`src/rtl/muldiv_hilo_unit_if.sv`:
```
// Issue/result bundle between the ALU decoder side and the HI/LO multiply/divide unit.
interface muldiv_hilo_unit_if;
    logic        start;
    logic [4:0]  alu_control;
    logic        LO_write_enable;
    logic        HI_write_enable;
    logic [31:0] op_a;
    logic [31:0] op_b;
    logic        busy;
    logic        done;
    logic [31:0] hi;
    logic [31:0] lo;

    modport master (
        output start, alu_control, LO_write_enable, HI_write_enable, op_a, op_b,
        input  busy, done, hi, lo
    );

    modport slave (
        input  start, alu_control, LO_write_enable, HI_write_enable, op_a, op_b,
        output busy, done, hi, lo
    );
endinterface

```
`src/rtl/muldiv_hilo_unit.sv`:
```
// Iterative 32x32 multiply / 32/32 divide unit owning HI and LO.
// One shared 64-bit accumulator serves both the shift-add multiplier and the restoring divider.
module muldiv_hilo_unit (
    input  logic               clk,
    input  logic               reset_n,
    muldiv_hilo_unit_if.slave  bus
);
    localparam logic [4:0] OP_MULT  = 5'b10000;
    localparam logic [4:0] OP_MULTU = 5'b10001;
    localparam logic [4:0] OP_DIV   = 5'b10010;
    localparam logic [4:0] OP_DIVU  = 5'b10011;
    localparam logic [4:0] OP_MTLO  = 5'b10101;
    localparam logic [4:0] OP_MTHI  = 5'b10110;

    typedef enum logic [1:0] {IDLE, RUN, FIX} state_t;

    state_t      state_reg;
    logic [4:0]  cnt_reg;
    logic [63:0] acc_reg;
    logic [31:0] b_reg;
    logic        is_div_reg;
    logic        neg_res_reg;
    logic        neg_rem_reg;
    logic        dbz_reg;
    logic        hi_en_reg;
    logic        lo_en_reg;
    logic        busy_reg;
    logic        done_reg;
    logic [31:0] hi_reg;
    logic [31:0] lo_reg;

    logic        is_mul_op;
    logic        is_div_op;
    logic        is_signed_op;
    logic        idle_start;
    logic        a_neg;
    logic        b_neg;
    logic [31:0] a_mag;
    logic [31:0] b_mag;

    always_comb begin
        is_mul_op    = (bus.alu_control == OP_MULT) || (bus.alu_control == OP_MULTU);
        is_div_op    = (bus.alu_control == OP_DIV)  || (bus.alu_control == OP_DIVU);
        is_signed_op = (bus.alu_control == OP_MULT) || (bus.alu_control == OP_DIV);
        idle_start   = bus.start && (state_reg == IDLE);
        a_neg        = is_signed_op && bus.op_a[31];
        b_neg        = is_signed_op && bus.op_b[31];
        a_mag        = a_neg ? -bus.op_a : bus.op_a;
        b_mag        = b_neg ? -bus.op_b : bus.op_b;
    end

    // Multiply: acc = {partial product, remaining multiplier bits}, b_reg = multiplicand.
    logic [32:0] mul_sum;
    logic [63:0] mul_next;
    // Divide: acc = {remainder, remaining dividend bits / quotient bits}, b_reg = divisor.
    logic [32:0] div_shift;
    logic [33:0] div_trial;
    logic        div_fit;
    logic [31:0] div_rem;
    logic [63:0] div_next;

    always_comb begin
        mul_sum   = {1'b0, acc_reg[63:32]} + (acc_reg[0] ? {1'b0, b_reg} : 33'd0);
        mul_next  = {mul_sum, acc_reg[31:1]};
        div_shift = {acc_reg[63:32], acc_reg[31]};
        div_trial = {1'b0, div_shift} - {2'b00, b_reg};
        div_fit   = !div_trial[33];
        div_rem   = div_fit ? div_trial[31:0] : div_shift[31:0];
        div_next  = {div_rem, acc_reg[30:0], div_fit};
    end

    logic [63:0] prod_signed;
    logic [31:0] quo_signed;
    logic [31:0] rem_signed;
    logic [31:0] fix_hi;
    logic [31:0] fix_lo;

    // With a zero divisor every trial subtract fits, so the remainder ends up as |op_a|;
    // restoring the dividend's sign reproduces op_a exactly for HI.
    always_comb begin
        prod_signed = neg_res_reg ? -acc_reg : acc_reg;
        quo_signed  = neg_res_reg ? -acc_reg[31:0] : acc_reg[31:0];
        rem_signed  = neg_rem_reg ? -acc_reg[63:32] : acc_reg[63:32];
        if (is_div_reg) begin
            fix_hi = rem_signed;
            fix_lo = dbz_reg ? 32'hFFFF_FFFF : quo_signed;
        end else begin
            fix_hi = prod_signed[63:32];
            fix_lo = prod_signed[31:0];
        end
    end

    always_ff @(posedge clk or negedge reset_n) begin
        if (!reset_n) begin
            state_reg   <= IDLE;
            cnt_reg     <= 5'd0;
            acc_reg     <= 64'd0;
            b_reg       <= 32'd0;
            is_div_reg  <= 1'b0;
            neg_res_reg <= 1'b0;
            neg_rem_reg <= 1'b0;
            dbz_reg     <= 1'b0;
            hi_en_reg   <= 1'b0;
            lo_en_reg   <= 1'b0;
            busy_reg    <= 1'b0;
            done_reg    <= 1'b0;
            hi_reg      <= 32'd0;
            lo_reg      <= 32'd0;
        end else begin
            done_reg <= 1'b0;
            case (state_reg)
                IDLE: begin
                    if (idle_start) begin
                        if ((bus.alu_control == OP_MTHI) && bus.HI_write_enable)
                            hi_reg <= bus.op_a;
                        if ((bus.alu_control == OP_MTLO) && bus.LO_write_enable)
                            lo_reg <= bus.op_a;
                        if (is_mul_op || is_div_op) begin
                            state_reg   <= RUN;
                            busy_reg    <= 1'b1;
                            cnt_reg     <= 5'd0;
                            is_div_reg  <= is_div_op;
                            neg_res_reg <= a_neg ^ b_neg;
                            neg_rem_reg <= a_neg;
                            dbz_reg     <= is_div_op && (bus.op_b == 32'd0);
                            hi_en_reg   <= bus.HI_write_enable;
                            lo_en_reg   <= bus.LO_write_enable;
                            acc_reg     <= {32'd0, is_div_op ? a_mag : b_mag};
                            b_reg       <= is_div_op ? b_mag : a_mag;
                        end
                    end
                end
                RUN: begin
                    acc_reg <= is_div_reg ? div_next : mul_next;
                    cnt_reg <= cnt_reg + 5'd1;
                    if (cnt_reg == 5'd31)
                        state_reg <= FIX;
                end
                FIX: begin
                    if (hi_en_reg)
                        hi_reg <= fix_hi;
                    if (lo_en_reg)
                        lo_reg <= fix_lo;
                    done_reg  <= 1'b1;
                    busy_reg  <= 1'b0;
                    state_reg <= IDLE;
                end
                default: state_reg <= IDLE;
            endcase
        end
    end

    assign bus.busy = busy_reg;
    assign bus.done = done_reg;
    assign bus.hi   = hi_reg;
    assign bus.lo   = lo_reg;
endmodule

```
`src/flat_wrapper.sv`:
```
// flat-port wrapper written by rule: the top's interface ports become plain ports
module muldiv_hilo_unit_flat 
  (clk, reset_n, bus_start, bus_alu_control, bus_LO_write_enable, bus_HI_write_enable, bus_op_a, bus_op_b, bus_busy, bus_done, bus_hi, bus_lo);
  muldiv_hilo_unit_if bus_i ();
  input  logic clk;
  input  logic reset_n;
  input wire logic [$bits(bus_i.start)-1:0] bus_start;
  input wire logic [$bits(bus_i.alu_control)-1:0] bus_alu_control;
  input wire logic [$bits(bus_i.LO_write_enable)-1:0] bus_LO_write_enable;
  input wire logic [$bits(bus_i.HI_write_enable)-1:0] bus_HI_write_enable;
  input wire logic [$bits(bus_i.op_a)-1:0] bus_op_a;
  input wire logic [$bits(bus_i.op_b)-1:0] bus_op_b;
  output wire logic [$bits(bus_i.busy)-1:0] bus_busy;
  output wire logic [$bits(bus_i.done)-1:0] bus_done;
  output wire logic [$bits(bus_i.hi)-1:0] bus_hi;
  output wire logic [$bits(bus_i.lo)-1:0] bus_lo;
  assign bus_i.start = bus_start;
  assign bus_i.alu_control = bus_alu_control;
  assign bus_i.LO_write_enable = bus_LO_write_enable;
  assign bus_i.HI_write_enable = bus_HI_write_enable;
  assign bus_i.op_a = bus_op_a;
  assign bus_i.op_b = bus_op_b;
  assign bus_busy = bus_i.busy;
  assign bus_done = bus_i.done;
  assign bus_hi = bus_i.hi;
  assign bus_lo = bus_i.lo;
  muldiv_hilo_unit u_core (.clk(clk), .reset_n(reset_n), .bus(bus_i));
endmodule
```
`config.mk`:
```
export PLATFORM = sky130hd
export DESIGN_NAME = muldiv_hilo_unit_flat
export DESIGN_NICKNAME = d
export VERILOG_FILES = /design/src/rtl/muldiv_hilo_unit_if.sv /design/src/rtl/muldiv_hilo_unit.sv /design/src/flat_wrapper.sv
export SDC_FILE = /design/constraint.sdc
export NUM_CORES = 1
export LEC_CHECK = 0
export CORE_ASPECT_RATIO = 1.75
export CORE_MARGIN = 1
export CORE_UTILIZATION = 45
export CTS_BUF_LIST = sky130_fd_sc_hd__clkbuf_4
export DETAILED_ROUTE_END_ITERATION = 6
export DONT_BUFFER_PORTS = 1
export GPL_TIMING_DRIVEN = 0
export PLACE_DENSITY = 0.64
export REMOVE_ABC_BUFFERS = 1
export SLEW_MARGIN = 20
export SYNTH_ARGS = -nofsm -noshare
export SYNTH_HDL_FRONTEND = slang
export SYNTH_SLANG_ARGS = --single-unit
```
`constraint.sdc`:
```
create_clock -name clk -period 3.4 [get_ports clk]
set_input_delay 0.34 -clock clk [delete_from_list [all_inputs] [get_ports clk]]
set_output_delay 0.34 -clock clk [all_outputs]
set_load 0.1 [all_outputs]
```
======== Yosys cells after proc, flatten, opt, wreduce, memory -nomap -nowiden ========
Index checks and enable logic that the tools add are counted.
word-level totals
  register bits after elaboration ......... 175
cells by class
  bitwise gates (word level) .............. 1
  add/subtract/negate cells ............... 8
  reductions and logical operators ........ 21
  multiplexer cells ....................... 35
  eq/ne operators ......................... 16
operators by type and width
  kind                                                 number
  two-way mux 32 bit                                   17
  two-way mux 64 bit                                   4
  negator 32 bit                                       4
  case mux 32 bit (2 select lines)                     2
  case mux 64 bit (2 select lines)                     1
  negator 64 bit                                       1
  equality test 5 bit, second input constant           7
  subtractor 33 x 32 -> 34 bit                         1
  adder 32 x 33 -> 33 bit                              1
  logical NOT 32 bit                                   1
  AND reduction 3 bit                                  4
  two-way mux 5 bit                                    2
  case mux 5 bit (2 select lines)                      1
  != test 2 x 1 -> 1 bit, second input constant        4
  AND reduction 4 bit                                  2
  logical AND 1 bit                                    6
  two-way mux 2 bit                                    3
  != test 2 bit, second input constant                 3
  adder 5 x 1 -> 5 bit, second input constant          1
  logical OR 1 bit                                     4
  case mux 2 bit (2 select lines)                      1
  nonzero test 2 bit                                   2
  two-way mux 1 bit                                    3
  equality test 2 x 1 -> 1 bit, second input constant  1
  5 further kinds                                      5

======== Longest topological paths before layout ========
Gate-level depths: netlist of the first run.
  word-level depth ........................ 8
  gate-level depth with buffers ........... 13

======== Worst setup path before layout of the first run ========
OpenSTA, ideal clock, no wires.
  path kind ............................... flip-flop to flip-flop
  start ................................... reg u_core.acc_reg[0]
  end ..................................... reg u_core.acc_reg[62]
  arrival ................................. 3003 ps
  clock period less this slack ............ 3133 ps
  required time ........................... 3270 ps
  setup time .............................. 130 ps
  slack ................................... 267 ps
  cell stages (with the launch flop) ...... 14
  path through ............................ dfrtp_1 inv_1 clkbuf_1 nor2_1 ha_1 a21oi_1 o21ai_0 o31ai_1 nor3_1 a211oi_1 o21ai_0 o21a_1 nor3_1 o21ai_0
between the ends
  word-level cells in the longest chain between the ends .. 4
RTL lines
  what                              line                     text
  start, declared                   muldiv_hilo_unit.sv:19   logic [63:0] acc_reg;
  start signal, assigned            muldiv_hilo_unit.sv:128  acc_reg <= {32'd0, is_div_op ? a_mag : b_mag};
  start signal, assigned            muldiv_hilo_unit.sv:134  acc_reg <= is_div_reg ? div_next : mul_next;
  two-way mux 32 bit                muldiv_hilo_unit.sv:63   mul_sum = {1'b0, acc_reg[63:32]} + (acc_reg[0] ? {1'b0, b_reg} : 33'd0);
  adder 32 x 33 -> 33 bit           muldiv_hilo_unit.sv:63
  two-way mux 64 bit                muldiv_hilo_unit.sv:134
  case mux 64 bit (2 select lines)  muldiv_hilo_unit.sv:111  case (state_reg)
Every way passes these cells.
A chain may end at the register's enable or synchronous reset.

======== Worst setup path after layout of the first run ========
  start ................................... reg u_core.acc_reg[18]
  end ..................................... reg u_core.hi_reg[25], in the netlist u_core.bus.hi[25]
between the ends
  word-level cells in the longest chain between the ends .. 5
RTL lines
  what                              line                     text
  negator 64 bit                    muldiv_hilo_unit.sv:81   prod_signed = neg_res_reg ? -acc_reg : acc_reg;
  two-way mux 64 bit                muldiv_hilo_unit.sv:81
  two-way mux 32 bit                muldiv_hilo_unit.sv:84   if (is_div_reg) begin
  two-way mux 32 bit                muldiv_hilo_unit.sv:140  if (hi_en_reg)
  case mux 32 bit (2 select lines)  muldiv_hilo_unit.sv:111
  end signal, assigned              muldiv_hilo_unit.sv:115  hi_reg <= bus.op_a;
  end signal, assigned              muldiv_hilo_unit.sv:141  hi_reg <= fix_hi;
  end, declared                     muldiv_hilo_unit.sv:29   logic [31:0] hi_reg;
Every way passes these cells. The select of a mux whose other input is x is not followed.

==> results of run 1 <==
## through the flow
step / setup TNS [ns] / power [mW] / util (%) / hold WS (ns)
after floorplan: -37.09 / 11.1 / - / 0.0444
after global placement: -212.81 / 13.2 / 46.2 / 0.0479
after detailed placement: -44.16 / 13.6 / 47.1 / 0.0472
after CTS: 0 / 15.5 / 50.5 / -0.677
after global routing: 0 / 17.0 / 51.1 / -0.675
final: 0 / 15.9 / 51.1 / -0.641
## final timing paths
kind / startpoint / end / slack (ns) / cells past startpoint
worst min register to register: u_core.hi_en_reg / u_core.hi_en_reg / 0.50 / 2
worst max register to register: u_core.acc_reg[18] / u_core.bus.hi[25] / 0.02 / 9
max in group asynchronous: reset_n / u_core.acc_reg[26] / 3.72 / 0
min in group clk: bus_op_b[21] / u_core.b_reg[21] / 0.02 / 3
worst min-delay path: reset_n / u_core.bus.hi[2] / -0.64 / 0
worst max-delay path: u_core.acc_reg[18] / u_core.bus.hi[25] / 0.02 / 9
## power by group
| part | total, mW | switching, mW | leakage [nW] | internal [mW] |
|---|---|---|---|---|
| Sequential | 4.60 | 1.86 | 2.08 | 2.74 |
| Combinational | 10.0 | 5.72 | 4.61 | 4.28 |
| Clock | 1.31 | 0.795 | 0.152 | 0.516 |
| Total | 15.9 | 8.37 | 6.84 | 7.54 |
## layout make-up
class                      instances  area, µm²
multi-input combinational       1550      10200
clock inverter                    12        144
timing repair inverter             1       7.51
tap                              400        500
fill                            3159      15800
timing repair buffer              89        997
antenna                            1       2.50
inverter                          62        239
sequential                       175       4400
clock buffer                      19        143
## Yosys cell counts (13+ instances only)
library cell / instances
a211oi_1: 75
a21o_1: 37
a21oi_1: 149
a22oi_1: 26
a31oi_1: 28
clkbuf_1: 97
dfrtp_1: 175
ha_1: 70
inv_1: 61
mux2i_1: 63
nand2_1: 194
nand2b_1: 19
nand3_1: 18
nor2_1: 196
nor2b_1: 15
nor3_1: 39
nor4_1: 15
o21ai_0: 188
o22ai_1: 30
o31ai_1: 27
or3_1: 20
or4_1: 13
xnor2_1: 97
xor2_1: 72
## metal layers
layer | vias to the layer above | wire [µm] | global-route usage (%)
met5 | - | 13 | 0
met1 | 7186 | 18900 | 32.9
met2 | 616 | 27400 | 56.2
li1 | 6910 | - | -
met4 | 2 | 3680 | 21.4
met3 | 194 | 3260 | 5.64
## kinds of logic (layout without fill, tap and decap cells)
kind of cell,after synthesis,count (layout),synth area share [%]
flip-flops,175,175,29.3
XOR/XNOR,169,169,9.91
buffers and inverters,178,183,4.61
adder cells (fa/ha/maj),72,72,6.13
AO/OA/AOI/OAI,653,653,27.5
AND/OR/NAND/NOR,591,591,18.2
other,0,1,0
multiplexers,65,65,4.37
## what timing repair did
action	4_1_cts	5_1_grt
endpoints found under the hold margin	276	175
pin swaps	13	18
gates resized for setup	31	34
gates cloned	1	0
setup buffers	18	9
endpoints found under the setup margin	68	46
==> results.py, run 1 <==
metrics = {
    "placement": {
        "pre_cts_ws_ns": -1.21,
        "placed_cells": 2198,
        "dpl_cell_area_um2": 15300,
        "routabilityCongestion": 0.983,
        "hpwl_mm": 38.8,
        "port_buffers": 0,
    },
    "logic_synthesis": {
        "synthesis.area_um2": 14900,
        "synth_top_cell_by_area": "dfrtp_1",
        "synth_seq_cells": 175,
        "synth_edf_count": 0,
        "ys_seq_area_share_pct": 29.3,
        "synth_area_leaders": "dfrtp_1 29%, o21ai_0 6.3%, ha_1 5.9%, xnor2_1 5.7%, a21oi_1 5.0%",
        "synthFlopType": "dfrtp_1",
        "yosysWarnings": 0,
        "async_flop_share_pct": 100,
        "avgSynthCellArea_um2": 7.85,
        "synth_cell_types": 74,
        "syn_inst": 1903,
        "synth_top_area_share_pct": 29.3,
    },
    "sta": {
        "hold_violations": 175,
        "worst_clock_skew_ns": 0.0204,
        "setup_violations": 0,
        "worstMarginPinSlew_ns": 1.20,
        "rsz0062_at_grt": "false",
        "finalCritPeriodShare_pct": 99.5,
        "max_freq_ghz": 0.295,
        "period_minus_slack_ns": 3.38,
        "slew_viol_final": 0,
        "slew_headroom_pct": 19.6,
        "finalWorstSetupSlack_ns": 0.0155,
        "whs_ns": -0.641,
    },
    "clocking": {
        "cts-root-buf": "clkbuf_4",
        "htree_levels": 4,
        "tritoncts": "built",
        "cts-hold-fix-buffers": 51,
        "cts.sinks": 175,
        "cts_buffers": 17,
        "cts.clk_slew.worst_paths_ns": 0.15,
        "clk_latency_ns": 0.66,
        "clockBufferDepth": 2,
    },
    "detailed_routing": {
        "drtIter0Drc": 1121,
        "avgViaCountPerCell": 6.46,
        "dr.pass1.iters": 5,
        "drc_errors": 0,
        "wl_per_cell_um": 23.0,
        "routed-via-count": 14908,
        "routed_wl_mm": 53.2,
        "ant_nets": 0,
    },
    "global_route": {
        "grt_pass1_wl_mm": 81.9,
        "overflow": 0,
        "grt_pass1_vias": 14725,
        "antenna_found_initial": 2,
        "grt_start_max_net_pins": 176,
        "grtUsageTotal_pct": 31.3,
    },
    "flow_run": {
        "drv_cap": 0,
    },
    "floorplan": {
        "ios": 140,
        "die_w_um": 140,
        "core_um2": 32400,
        "die_h_um": 243,
        "initial_core_util_pct": 46.1,
        "floorplan.die_area_um2": 34000,
        "core.rowCount": 87,
    },
    "setup_path": {
        "path_delay_family": "simple AND/OR/NAND/NOR gates",
        "arrival_ns": 3.97,
        "critical_path_class": "flop to flop",
        "cpMaxStageDelayCell": "or4b_4",
        "worstPathRequired_ns": 3.99,
        "path_buf_inv": 0,
        "crit_fanout": 5,
        "end_kind": "flop",
        "cp_cell_sequence": "or4_4 > or4b_4 > or3_4 > o41ai_2 > a21o_2 > a41oi_2 > xor2_1 > mux2i_1 > o21ai_1",
        "worstSetupStartpointType": "flop",
        "critical-path-max-stage-delay_ns": 0.60,
    },
    "run_status": {
        "failed_checks": "hold timing",
        "outcome": "finished, violations left",
    },
    "final_layout": {
        "finalNetCount": 2042,
        "area_growth_pct": 11.0,
        "layout-drive-gt1-share_pct": 7.81,
        "most-common-layout-cells": "194 x nor2_1, 191 x nand2_1, 180 x o21ai_0, 163 x dfrtp_1, 142 x a21oi_1",
        "final_cell_area_um2": 16600,
        "largest_reg_flops": 64,
        "final_cells": 2309,
        "layout_commonest_cell": "nor2_1",
    },
    "power_and_ir_drop": {
        "powerDensity_nw_per_um2": 959,
        "ir_worst_vdd_v": 0.000752,
        "p_leak_nw": 6.84,
    },
    "min_path": {
        "hold_path.class": "primary input to asynchronous set/reset pin",
    },
}
(Power assumes the default switching activity.)
==> run 2, diff against run 1 <==
Settings changed: CORE_MARGIN 1 to 3, PLACE_DENSITY 0.64 to 0.66.
Clock period 3.4 ns to 2.8 ns, I/O delays scaled along.
==> results.py, run 2 (same netlist as run 1, synthesis figures left out) <==
metrics = {
    "setup_path": {
        "worstSetupStartpointType": "flop",
        "crit_path_frequent_cell": "a21oi_2",
        "cp_cell_sequence": "clkinvlp_4 > buf_12 > nor2_4 > ha_4 > o21ai_0 > nor3_2 > a21oi_2 > a21oi_2 > a221o_2 > a32oi_2 > o211ai_1 > a32o_1",
        "critical_path_class": "flop to flop",
        "path_delay_family": "compound AO/OA/AOI/OAI gates",
        "end_kind": "flop",
        "cpMaxStageDelayCell": "a221o_2",
        "critical-path-max-stage-delay_ns": 0.50,
        "path_buf_inv": 2,
        "crit_fanout": 7,
        "worstPathRequired_ns": 3.36,
        "arrival_ns": 3.94,
    },
    "sta": {
        "period_minus_slack_ns": 3.38,
        "setup_violations": 71,
        "slew_headroom_pct": 29.8,
        "worstMarginPinSlew_ns": 1.05,
        "max_freq_ghz": 0.296,
        "tns_ns": -18.73,
        "finalCritPeriodShare_pct": 121,
        "rsz0062_at_grt": "true",
        "whs_ns": -0.704,
        "hold_violations": 175,
        "finalWorstSetupSlack_ns": -0.581,
        "worst_clock_skew_ns": 0.0230,
        "slew_viol_final": 0,
    },
    "floorplan": {
        "die_w_um": 144,
        "core_um2": 32400,
        "core.rowCount": 87,
        "floorplan.die_area_um2": 35500,
        "initial_core_util_pct": 46.1,
        "die_h_um": 247,
        "ios": 140,
    },
    "run_status": {
        "outcome": "finished, violations left",
        "failed_checks": "hold timing, setup timing",
    },
    "global_route": {
        "grt_pass1_vias": 15593,
        "antenna_found_initial": 1,
        "grt_start_max_net_pins": 176,
        "overflow": 0,
        "grtUsageTotal_pct": 32.1,
        "grt_pass1_wl_mm": 88.0,
    },
    "detailed_routing": {
        "drtIter0Drc": 1556,
        "routed_wl_mm": 58.3,
        "dr.pass1.iters": 6,
        "routed-via-count": 15870,
        "ant_nets": 0,
        "wl_per_cell_um": 24.2,
        "drc_errors": 0,
        "avgViaCountPerCell": 6.58,
    },
    "final_layout": {
        "most-common-layout-cells": "185 x nand2_1, 183 x nor2_1, 153 x dfrtp_1, 116 x a21oi_1, 113 x o21ai_0",
        "largest_reg_flops": 64,
        "area_growth_pct": 24.6,
        "layout-drive-gt1-share_pct": 19.3,
        "layout_commonest_cell": "nand2_1",
        "multi_input_area_um2": 11200,
        "final_cells": 2411,
        "fin_util_pct": 57.4,
        "register_area_um2": 4410,
        "finalNetCount": 2143,
        "final_cell_area_um2": 18600,
        "nFillCells": 2926,
    },
    "power_and_ir_drop": {
        "finalPower_mw": 22.5,
        "powerDensity_nw_per_um2": 1210,
        "ir_worst_vdd_v": 0.000566,
        "p_leak_nw": 7.60,
    },
    "clocking": {
        "clockBufferDepth": 2,
        "htree_levels": 4,
        "cts_buffers": 17,
        "clk_latency_ns": 0.66,
        "cts-hold-fix-buffers": 70,
        "cts.sinks": 175,
        "tritoncts": "built",
        "cts-root-buf": "clkbuf_4",
        "cts.clk_slew.worst_paths_ns": 0.15,
    },
    "placement": {
        "placed_cells": 2200,
        "dpl_cell_area_um2": 15300,
        "routabilityCongestion": 0.952,
        "hpwl_mm": 39.6,
        "port_buffers": 0,
        "pre_cts_ws_ns": -1.96,
    },
    "min_path": {
        "hold_path.class": "primary input to asynchronous set/reset pin",
    },
    "flow_run": {
        "drv_cap": 0,
    },
}
-- run 2: changes by cell type in the layout (fill, tap and decap cells not counted), sizes merged --
| cell | before | now |
|---|---|---|
| buf | 39 | 121 |
| dlygate4sd3 | 50 | 69 |
| clkbuf | 19 | 17 |
| clkinv | 5 | 7 |
| inv | 63 | 64 |
-- run 2: where the power goes --
group,switching [mW],internal (mW),total [mW]
clock,0.983,0.616,1.60
combinational,8.40,6.91,15.3
sequential,2.28,3.34,5.62
total,11.7,10.9,22.5
-- run 2: per-layer routing --
metal | GRT usage [%] | wire length [µm] | up-vias
met2 | 54.5 | 29100 | 900
met5 | 0 | 0 | -
met1 | 36.0 | 20600 | 7586
li1 | - | - | 7105
met3 | 5.21 | 4070 | 279
met4 | 22.5 | 4550 | 0
-- run 2: final timing paths --
kind	startpoint	end	slack, ns	depth (start not counted)
worst max-delay path	u_core.acc_reg[0]	u_core.acc_reg[63]	-0.58	12
worst min register to register	u_core.hi_en_reg	u_core.hi_en_reg	0.50	2
max in group asynchronous	reset_n	u_core.acc_reg[57]	3.27	0
min in group clk	bus_op_b[29]	u_core.acc_reg[29]	0.05	3
worst min-delay path	reset_n	u_core.bus.hi[7]	-0.70	0
worst max register to register	u_core.acc_reg[0]	u_core.acc_reg[63]	-0.58	12
-- run 2: layout make-up --
type / instances / share of cell area, %
inverters: 62 / 1.30
flip-flops and latches: 175 / 23.7
repair inverters: 1 / 0.0403
clock inverters: 15 / 0.900
multi-input cells: 1550 / 60.1
clock buffers: 17 / 0.685
diodes: 1 / 0.0134
repair buffers: 190 / 10.6
well taps: 400 / 2.69
-- run 2: repair_timing --
item                                    CTS  global route
endpoints found under the setup margin  112           111
setup buffers                            68            41
gates cloned                              3             0
endpoints found under the hold margin   287           175
resized for setup                       164           194
pin swaps                                85            99
==> run 3, diff against run 2 <==
Settings changed: REMOVE_ABC_BUFFERS 1 to not set.
==> results.py, run 3 (same netlist as run 1, synthesis figures left out) <==
metrics = {
    "run_status": {
        "outcome": "finished, violations left",
        "failed_checks": "hold timing, setup timing",
    },
    "setup_path": {
        "crit_fanout": 7,
        "cpMaxStageDelayCell": "or4_1",
        "r2r_start": "u_core.acc_reg[50]",
        "worstSetupStartpointType": "flop",
        "crit_end": "u_core.bus.hi[29]",
        "r2r_cells": 9,
        "crit_start": "u_core.acc_reg[50]",
        "end_kind": "flop",
        "cp_cell_sequence": "or3_1 > nor3_2 > nand4_1 > or4_1 > a21oi_1 > a31oi_4 > xor2_1 > nor2_1 > o31ai_1",
        "arrival_ns": 3.90,
        "r2r_end": "u_core.bus.hi[29]",
        "critical_path_class": "flop to flop",
        "worstPathRequired_ns": 3.41,
        "reg2reg_slack_ns": -0.49,
        "critical-path-max-stage-delay_ns": 0.61,
    },
    "detailed_routing": {
        "highest_layer": "met4",
        "dr_wl_met2_mm": 34.6,
        "dr.pass1.iters": 6,
        "drtIter0Drc": 1559,
        "dr_wl_met3_mm": 5.34,
        "routed-via-count": 16608,
        "routed_wl_mm": 70.6,
        "wl_per_cell_um": 28.0,
        "drt-met1-wl_mm": 23.2,
        "ant_nets": 0,
        "drc_errors": 0,
        "avgViaCountPerCell": 6.58,
    },
    "sta": {
        "max_freq_ghz": 0.304,
        "whs_ns": -0.747,
        "setup_violations": 70,
        "slew_viol_final": 0,
        "worst_clock_skew_ns": 0.0350,
        "finalCritPeriodShare_pct": 117,
        "hold_violations": 176,
        "rsz0062_at_grt": "true",
        "finalWorstSetupSlack_ns": -0.486,
        "period_minus_slack_ns": 3.29,
        "slew_headroom_pct": 30.9,
        "tns_ns": -16.15,
        "worstMarginPinSlew_ns": 1.04,
    },
    "floorplan": {
        "ios": 140,
        "initial_core_util_pct": 46.1,
        "floorplan.die_area_um2": 35500,
        "die_w_um": 144,
        "core_um2": 32400,
        "die_h_um": 247,
        "core.rowCount": 87,
    },
    "global_route": {
        "grtUsageTotal_pct": 38.8,
        "antenna_found_initial": 6,
        "grt_pass1_wl_mm": 102,
        "grt_pass1_vias": 16767,
        "overflow": 0,
        "grt_start_max_net_pins": 176,
    },
    "final_layout": {
        "final_cell_area_um2": 18900,
        "layout-drive-gt1-share_pct": 20.4,
        "area_growth_pct": 26.6,
        "largest_reg_flops": 64,
        "finalNetCount": 2248,
        "layout_commonest_cell": "nand2_1",
        "most-common-layout-cells": "188 x nand2_1, 179 x nor2_1, 151 x dfrtp_1, 118 x a21oi_1, 108 x o21ai_0",
    },
    "clocking": {
        "cts.sinks": 175,
        "cts-hold-fix-buffers": 58,
        "cts_buffers": 17,
        "htree_levels": 4,
        "clk_latency_ns": 0.69,
        "tritoncts": "built",
        "clockBufferDepth": 2,
        "cts.clk_slew.worst_paths_ns": 0.18,
        "cts-root-buf": "clkbuf_4",
    },
    "power_and_ir_drop": {
        "ir_worst_vdd_v": 0.000455,
        "finalPower_mw": 23.4,
        "powerDensity_nw_per_um2": 1240,
        "p_leak_nw": 7.66,
    },
    "placement": {
        "routabilityCongestion": 1.01,
        "port_buffers": 0,
        "dpl_cell_area_um2": 15500,
        "pre_cts_ws_ns": -1.48,
        "hpwl_mm": 50.4,
    },
    "logic_synthesis": {
        "syn_nets": 2049,
    },
    "flow_run": {
        "drv_cap": 0,
    },
    "min_path": {
        "hold_path.class": "primary input to asynchronous set/reset pin",
    },
}
[run 3: worst min-delay path by stage]
stage                          to  slack [ns]
5_1_grt        u_core.acc_reg[48]       -0.76
4_1_cts        u_core.acc_reg[47]       -0.77
3_3_place_gp   u_core.acc_reg[36]      -0.009
3_5_place_dp   u_core.acc_reg[36]       -0.01
2_1_floorplan   u_core.acc_reg[0]       -0.02
6_report       u_core.acc_reg[48]       -0.75
[run 3: critical path, delay by kind of cell, from the launching register on]
kind	cells	cell delay [ns]
AND/OR/NAND/NOR	5	1.84
AO/OA/AOI/OAI	3	0.62
flip-flops	1	0.55
XOR/XNOR	1	0.18
[run 3: what timing repair did]
item	CTS	global route
gates resized for setup	274	152
setup endpoints to repair	134	144
hold endpoints to repair	279	175
pin swaps	92	78
setup buffers	96	39
cloned	4	0
[run 3: through the flow]
stage,hold WS (ns),util [%],cells
finish,-0.747,58.3,2523
global route,-0.758,58.3,2521
CTS,-0.767,56.0,2485
detailed placement,-0.0101,47.8,2303
global placement,-0.00933,47.8,2303
floorplan,-0.0156,-,1903
[run 3: final cells by class]
cell class	instances	area, µm²
Timing Repair Buffer	192	1780
Sequential cell	175	4410
Clock buffer	18	135
Tap cell	400	500
Antenna cell	8	20.0
Buffer	104	505
Inverter	62	243
Fill cell	2962	13500
Multi-Input combinational cell	1550	11200
Clock inverter	14	93.8
[run 3: per-layer routing]
| layer | vias up | track usage, % |
|---|---|---|
| met5 | - | 0 |
| met2 | 933 | 66.1 |
| met1 | 7987 | 39.3 |
| li1 | 7335 | - |
| met4 | 0 | 33.1 |
| met3 | 353 | 8.65 |
[run 3: report_power, final]
group	total (mW)	internal [mW]	switching (mW)
registers	5.42	3.34	2.08
logic	16.6	7.42	9.19
clock network	1.42	0.359	1.06
